$ cat config.mk
export PLATFORM = sky130hd
export DESIGN_NAME = eth_fcs_tx_ctrl_flat
export DESIGN_NICKNAME = d
export VERILOG_FILES = /design/src/rtl/eth_fcs_tx_ctrl_if.sv /design/src/rtl/eth_fcs_tx_ctrl.sv /design/src/flat_wrapper.sv
export SDC_FILE = /design/constraint.sdc
export NUM_CORES = 1
export LEC_CHECK = 0
export ABC_AREA = 1
export BUFFER_PORTS_ARGS = -buffer_cell sky130_fd_sc_hd__buf_4
export CAP_MARGIN = 0
export CORE_MARGIN = 10
export CORE_UTILIZATION = 53
export CTS_CLUSTER_DIAMETER = 200
export DETAILED_ROUTE_END_ITERATION = 10
export HOLD_SLACK_MARGIN = 0.1
export PLACE_DENSITY_LB_ADDON = 0.25
export RECOVER_POWER = 25
export SYNTH_ARGS = -nofsm -noshare
export SYNTH_HDL_FRONTEND = slang
export SYNTH_SLANG_ARGS = --single-unit
$ cat constraint.sdc
create_clock -name clk -period 2 [get_ports clk]
set_input_delay 0.1 -clock clk [delete_from_list [all_inputs] [get_ports clk]]
set_output_delay 0.1 -clock clk [all_outputs]
set_load 0.01 [all_outputs]
$ cat src/rtl/eth_fcs_tx_ctrl_if.sv
// Byte-stream and CRC-engine bundle for the TX FCS sequencer.
// master = the sequencer, slave = the surrounding buffer/PHY/engine side.
interface eth_fcs_tx_ctrl_if #(
  parameter int DATA_W = 8,
  parameter int CRC_W  = 32
);
  logic [DATA_W-1:0] s_data;
  logic              s_valid;
  logic              s_last;
  logic              s_ready;
  logic [DATA_W-1:0] m_data;
  logic              m_valid;
  logic              m_last;
  logic              m_ready;
  logic              crc_strt;
  logic              crc_update;
  logic [DATA_W-1:0] crc_data;
  logic [CRC_W-1:0]  crc_result;

  modport master (
    input  s_data, s_valid, s_last, m_ready, crc_result,
    output s_ready, m_data, m_valid, m_last, crc_strt, crc_update, crc_data
  );

  modport slave (
    output s_data, s_valid, s_last, m_ready, crc_result,
    input  s_ready, m_data, m_valid, m_last, crc_strt, crc_update, crc_data
  );
endinterface

$ cat src/rtl/eth_fcs_tx_ctrl.sv
// TX frame sequencer: passes payload through, zero-pads short frames and
// appends the CRC engine's FCS least-significant byte first.
module eth_fcs_tx_ctrl #(
  parameter int DATA_W  = 8,
  parameter int CRC_W   = 32,
  parameter int MIN_LEN = 60,
  parameter int CNT_W   = 11
) (
  input  logic                   clk,
  input  logic                   rst,
  eth_fcs_tx_ctrl_if.master      bus,
  output logic                   busy,
  output logic                   frame_done
);
  localparam int FCS_BYTES = CRC_W / DATA_W;
  localparam int IDX_W     = (FCS_BYTES > 1) ? $clog2(FCS_BYTES) : 1;
  localparam logic [IDX_W-1:0] LAST_IDX  = IDX_W'(FCS_BYTES - 1);
  localparam logic [CNT_W-1:0] MIN_LEN_C = CNT_W'(MIN_LEN);

  typedef enum logic [2:0] {
    ST_IDLE,
    ST_DATA,
    ST_PAD,
    ST_WAIT_CRC,
    ST_FCS
  } state_t;

  state_t            state_q, state_d;
  logic [CNT_W-1:0]  byte_cnt_q, byte_cnt_d;
  logic [IDX_W-1:0]  fcs_idx_q, fcs_idx_d;
  logic [CRC_W-1:0]  fcs_reg_q, fcs_reg_d;

  logic              up_hs;
  logic [CNT_W-1:0]  cnt_inc;
  logic [CNT_W-1:0]  cnt_next;

  // Counter saturates so oversize frames never wrap back into padding.
  assign cnt_inc = (byte_cnt_q == {CNT_W{1'b1}}) ? byte_cnt_q : byte_cnt_q + 1'b1;
  assign busy    = (state_q != ST_IDLE);

  always_comb begin
    state_d        = state_q;
    byte_cnt_d     = byte_cnt_q;
    fcs_idx_d      = fcs_idx_q;
    fcs_reg_d      = fcs_reg_q;
    up_hs          = 1'b0;
    cnt_next       = byte_cnt_q;
    bus.s_ready    = 1'b0;
    bus.m_valid    = 1'b0;
    bus.m_data     = '0;
    bus.m_last     = 1'b0;
    bus.crc_strt   = 1'b0;
    bus.crc_update = 1'b0;
    bus.crc_data   = '0;
    frame_done     = 1'b0;
    case (state_q)
      ST_IDLE, ST_DATA: begin
        up_hs          = bus.s_valid && bus.m_ready;
        bus.s_ready    = bus.m_ready;
        bus.m_valid    = bus.s_valid;
        bus.m_data     = bus.s_data;
        bus.crc_data   = bus.s_data;
        bus.crc_update = up_hs;
        bus.crc_strt   = up_hs && (state_q == ST_IDLE);
        cnt_next       = (state_q == ST_IDLE) ? CNT_W'(1) : cnt_inc;
        if (up_hs) begin
          byte_cnt_d = cnt_next;
          if (bus.s_last) begin
            state_d = (cnt_next < MIN_LEN_C) ? ST_PAD : ST_WAIT_CRC;
          end else begin
            state_d = ST_DATA;
          end
        end
      end
      ST_PAD: begin
        bus.m_valid    = 1'b1;
        bus.crc_update = bus.m_ready;
        if (bus.m_ready) begin
          byte_cnt_d = cnt_inc;
          if (cnt_inc == MIN_LEN_C) begin
            state_d = ST_WAIT_CRC;
          end
        end
      end
      ST_WAIT_CRC: begin
        // Engine result reflects the final update from the previous cycle.
        fcs_reg_d = bus.crc_result;
        fcs_idx_d = '0;
        state_d   = ST_FCS;
      end
      ST_FCS: begin
        bus.m_valid = 1'b1;
        bus.m_data  = fcs_reg_q[DATA_W*int'(fcs_idx_q) +: DATA_W];
        bus.m_last  = (fcs_idx_q == LAST_IDX);
        if (bus.m_ready) begin
          fcs_idx_d = fcs_idx_q + 1'b1;
          if (fcs_idx_q == LAST_IDX) begin
            frame_done = 1'b1;
            byte_cnt_d = '0;
            state_d    = ST_IDLE;
          end
        end
      end
      default: begin
        state_d = ST_IDLE;
      end
    endcase
  end

  always_ff @(posedge clk) begin
    if (rst) begin
      state_q    <= ST_IDLE;
      byte_cnt_q <= '0;
      fcs_idx_q  <= '0;
      fcs_reg_q  <= '0;
    end else begin
      state_q    <= state_d;
      byte_cnt_q <= byte_cnt_d;
      fcs_idx_q  <= fcs_idx_d;
      fcs_reg_q  <= fcs_reg_d;
    end
  end
endmodule
$ cat src/flat_wrapper.sv
// flat-port wrapper written by rule: the top's interface ports become plain ports
module eth_fcs_tx_ctrl_flat 
#(
  parameter int DATA_W  = 8,
  parameter int CRC_W   = 32,
  parameter int MIN_LEN = 60,
  parameter int CNT_W   = 11
)
  (clk, rst, busy, frame_done, bus_s_data, bus_s_valid, bus_s_last, bus_m_ready, bus_crc_result, bus_s_ready, bus_m_data, bus_m_valid, bus_m_last, bus_crc_strt, bus_crc_update, bus_crc_data);
  eth_fcs_tx_ctrl_if #(.DATA_W(DATA_W), .CRC_W(CRC_W)) bus_i ();
  input  logic clk;
  input  logic rst;
  output logic busy;
  output logic frame_done;
  input wire logic [$bits(bus_i.s_data)-1:0] bus_s_data;
  input wire logic [$bits(bus_i.s_valid)-1:0] bus_s_valid;
  input wire logic [$bits(bus_i.s_last)-1:0] bus_s_last;
  input wire logic [$bits(bus_i.m_ready)-1:0] bus_m_ready;
  input wire logic [$bits(bus_i.crc_result)-1:0] bus_crc_result;
  output wire logic [$bits(bus_i.s_ready)-1:0] bus_s_ready;
  output wire logic [$bits(bus_i.m_data)-1:0] bus_m_data;
  output wire logic [$bits(bus_i.m_valid)-1:0] bus_m_valid;
  output wire logic [$bits(bus_i.m_last)-1:0] bus_m_last;
  output wire logic [$bits(bus_i.crc_strt)-1:0] bus_crc_strt;
  output wire logic [$bits(bus_i.crc_update)-1:0] bus_crc_update;
  output wire logic [$bits(bus_i.crc_data)-1:0] bus_crc_data;
  assign bus_i.s_data = bus_s_data;
  assign bus_i.s_valid = bus_s_valid;
  assign bus_i.s_last = bus_s_last;
  assign bus_i.m_ready = bus_m_ready;
  assign bus_i.crc_result = bus_crc_result;
  assign bus_s_ready = bus_i.s_ready;
  assign bus_m_data = bus_i.m_data;
  assign bus_m_valid = bus_i.m_valid;
  assign bus_m_last = bus_i.m_last;
  assign bus_crc_strt = bus_i.crc_strt;
  assign bus_crc_update = bus_i.crc_update;
  assign bus_crc_data = bus_i.crc_data;
  eth_fcs_tx_ctrl #(.DATA_W(DATA_W), .CRC_W(CRC_W), .MIN_LEN(MIN_LEN), .CNT_W(CNT_W)) u_core (.clk(clk), .rst(rst), .bus(bus_i), .busy(busy), .frame_done(frame_done));
endmodule
==> flow_summary.ini <==
[run]
drv_cap = 0

[floorplan]
ios = 68
rows = 25
die_area_um2 = 8326
initial_core_util_pct = 55.84
dieHeight_um = 91.25
core_um2 = 4817
die_w_um = 91.25

[final_layout]
mostFrequentLayoutCells = nand2_1 (74), buf_4 (74), nor2_1 (62), dfxtp_1 (42), o21ai_0 (40)
area_growth_pct = 40.60
nets = 548
drive_gt1_share_pct = 29.40
diodes = 0
final_cells = 567

[global_route]
grt_first_pass_wirelength_um = 13480
grt_usage_pct = 19.02
grt_max_degree = 27
gr-total-overflow = 0
grt_pass1_vias = 2916
antenna_found_initial = 0

[critical_path]
worstSetupPathType = reg -> out
worstPathMaxFanout = 26
start_kind = register
cp.required_ns = 1.90
worstPathArrival_ns = 1.74
cp-end-kind = output port

[power_and_ir_drop]
pwr_density_cell_nw_per_um2 = 989.3
power_frac_seq_pct = 30.2
p_leak_nw = 1.634
p_comb_share_pct = 51.9
p_int_w = 0.002208
peakVddDrop_uv = 685.0
pwr-share-clk_pct = 18.0
p_sw_share_pct = 40.98
switchingPower_w = 0.001534

[cts]
cts-root-buf = clkbuf_8
clk_latency_ns = 0.29
cts_buffers = 5
tritoncts = built
clock-sinks = 48
ctsHtreeMaxLevel = 2
clkSlewWorstSetupHoldPaths_ns = 0.09
clock_path_buffers = 2

[logic_synthesis]
netlist-cell-type-count = 32
ys_seq_area_share_pct = 35.72
syn_area_per_cell_um2 = 6.708
syn-num-nets = 448
synth_area_um2 = 2690
ys_ff_latch = 48
syn_inst = 401
synth_warnings = 0

[timing]
setup_viol = 0
fin_crit_sh_pct = 92.05
min_period_ns = 1.841
tns_ns = 0
slew_headroom_pct = 48.90
fin_ws_ns = 0.1591
max_freq_mhz = 543.2
slew_viol_final = 0
hold_viol = 0
worstMarginPinSlew_ns = 0.7656
skew_ns = 0.002252

[placement]
hpwl_um = 5632
pre_cts_ws_ns = 0.1066
gp_congestion = 0.8802
dp.cells = 526
io_buffers = 67

[route]
antenna_left = 0
routed_wirelength_um = 8413
vias = 3019
firstDrtPassIters = 5
drt_iter0_markers = 179
post_drt_via_cell_ratio = 5.325
drc_errors = 0
wl_per_cell_um = 14.84

[worst_hold_path]
hold_class = in -> reg

[outcome]
status = completed
==> Yosys cell counts <==
master / instances / share of area (%)
clkinv_1: 2 / 0.28
xnor2_1: 2 / 0.65
inv_2: 4 / 0.56
nor2_8: 2 / 1.5
inv_1: 35 / 4.9
nor2_4: 3 / 1.3
a211oi_1: 1 / 0.28
inv_4: 3 / 0.70
clkbuf_1: 15 / 2.1
o211ai_4: 1 / 0.79
a21oi_2: 5 / 1.6
dfxtp_1: 48 / 36
xor2_1: 1 / 0.33
nand3b_1: 1 / 0.28
ha_1: 2 / 0.93
o21bai_1: 2 / 0.56
o211ai_1: 1 / 0.28
o21ai_2: 2 / 0.65
nand2_4: 1 / 0.42
nand4_1: 3 / 0.70
buf_6: 2 / 0.84
nand2_2: 6 / 1.4
buf_4: 1 / 0.28
a31o_2: 8 / 2.6
nand3_2: 2 / 0.74
a21oi_1: 32 / 6.0
nor2_2: 2 / 0.47
o21ai_0: 40 / 7.4
nor2_1: 72 / 10
nand3_1: 23 / 4.3
nand2_1: 78 / 11
a21oi_4: 1 / 0.60
==> kinds of logic after synthesis <==
group / after synthesis / share of synthesized area (%)
AO/OA/AOI/OAI: 93 / 20.79
XOR/XNOR: 3 / 0.9769
adder cells (fa/ha/maj): 2 / 0.9301
buffers and inverters: 62 / 9.628
flip-flops: 48 / 35.72
AND/OR/NAND/NOR: 193 / 31.95
==> metal layers <==
layer  wire, um  GRT usage, %
met4        146         7.833
met2       3921         30.97
met3        801         6.667
met1       3543         22.24
met5          0             0
==> power by group through the flow <==
| stage | Sequential, W | Clock, W | Combinational, W |
|---|---|---|---|
| after floorplan | 0.00113 | 0 | 0.00116 |
| after global placement | 0.00114 | 0 | 0.00176 |
| after detailed placement | 0.00114 | 0 | 0.00179 |
| after CTS | 0.00112 | 0.000683 | 0.00184 |
| after global routing | 0.00114 | 0.000713 | 0.00213 |
| final | 0.00113 | 0.000673 | 0.00194 |
==> critical path, cell delays in order, from the launching register on <==
cell and delay (ns):
dfxtp_1 0.34, buf_4 0.29, clkinvlp_4 0.22, nand2_1 0.10, nand3_1 0.07, a31o_2 0.27, buf_4 0.15
==> state kept, by name, indices dropped and copies added, names as in the netlist <==
name	cells
u_core.fcs_reg_q	32
u_core.state_q	3
u_core.fcs_idx_q	2
u_core.byte_cnt_q	11
==> final cells by class <==
type                       count  area (um^2)
inverter                      44        178.9
timing repair inverter         1        7.507
clock buffer                   5        68.82
tap                           67        83.83
clock inverter                 1        30.03
fill                         371         1035
sequential                    48        973.4
timing repair buffer         110        894.6
multi-input combinational    291         1545
==> through the flow <==
stage	total power, W	instance area [um^2]	hold WS (ns)	util (%)
floorplan	0.002295	2690	0.2667	-
CTS	0.003648	3657	0.1012	75.92
detailed placement	0.002935	3258	0.3589	67.64
finish	0.003742	3782	0.1036	78.52
global placement	0.002898	3258	0.3481	67.64
global route	0.003985	3782	0.1159	78.52
==> final timing paths <==
kind,from,to,slack (ns),depth (start not counted)
max,u_core.fcs_idx_q[0]$_SDFFE_PP0P_,bus_m_data[6],0.16,6
min,bus_crc_result[24],u_core.fcs_reg_q[24]$_SDFFE_PP0P_,0.10,3
max reg2reg,u_core.state_q[2]$_SDFFE_PP0P_,u_core.byte_cnt_q[1]$_SDFFE_PP0P_,0.17,10
min reg2reg,u_core.fcs_reg_q[19]$_SDFFE_PP0P_,u_core.fcs_reg_q[19]$_SDFFE_PP0P_,0.47,2
==> timing repair <==
item | CTS | global route
setup buffers | 0 | 4
resized for setup | 0 | 35
hold buffers | 30 | 0
hold endpoints to repair | 30 | 0
endpoints found under the setup margin | 0 | 11
(Power assumes the default switching activity.)
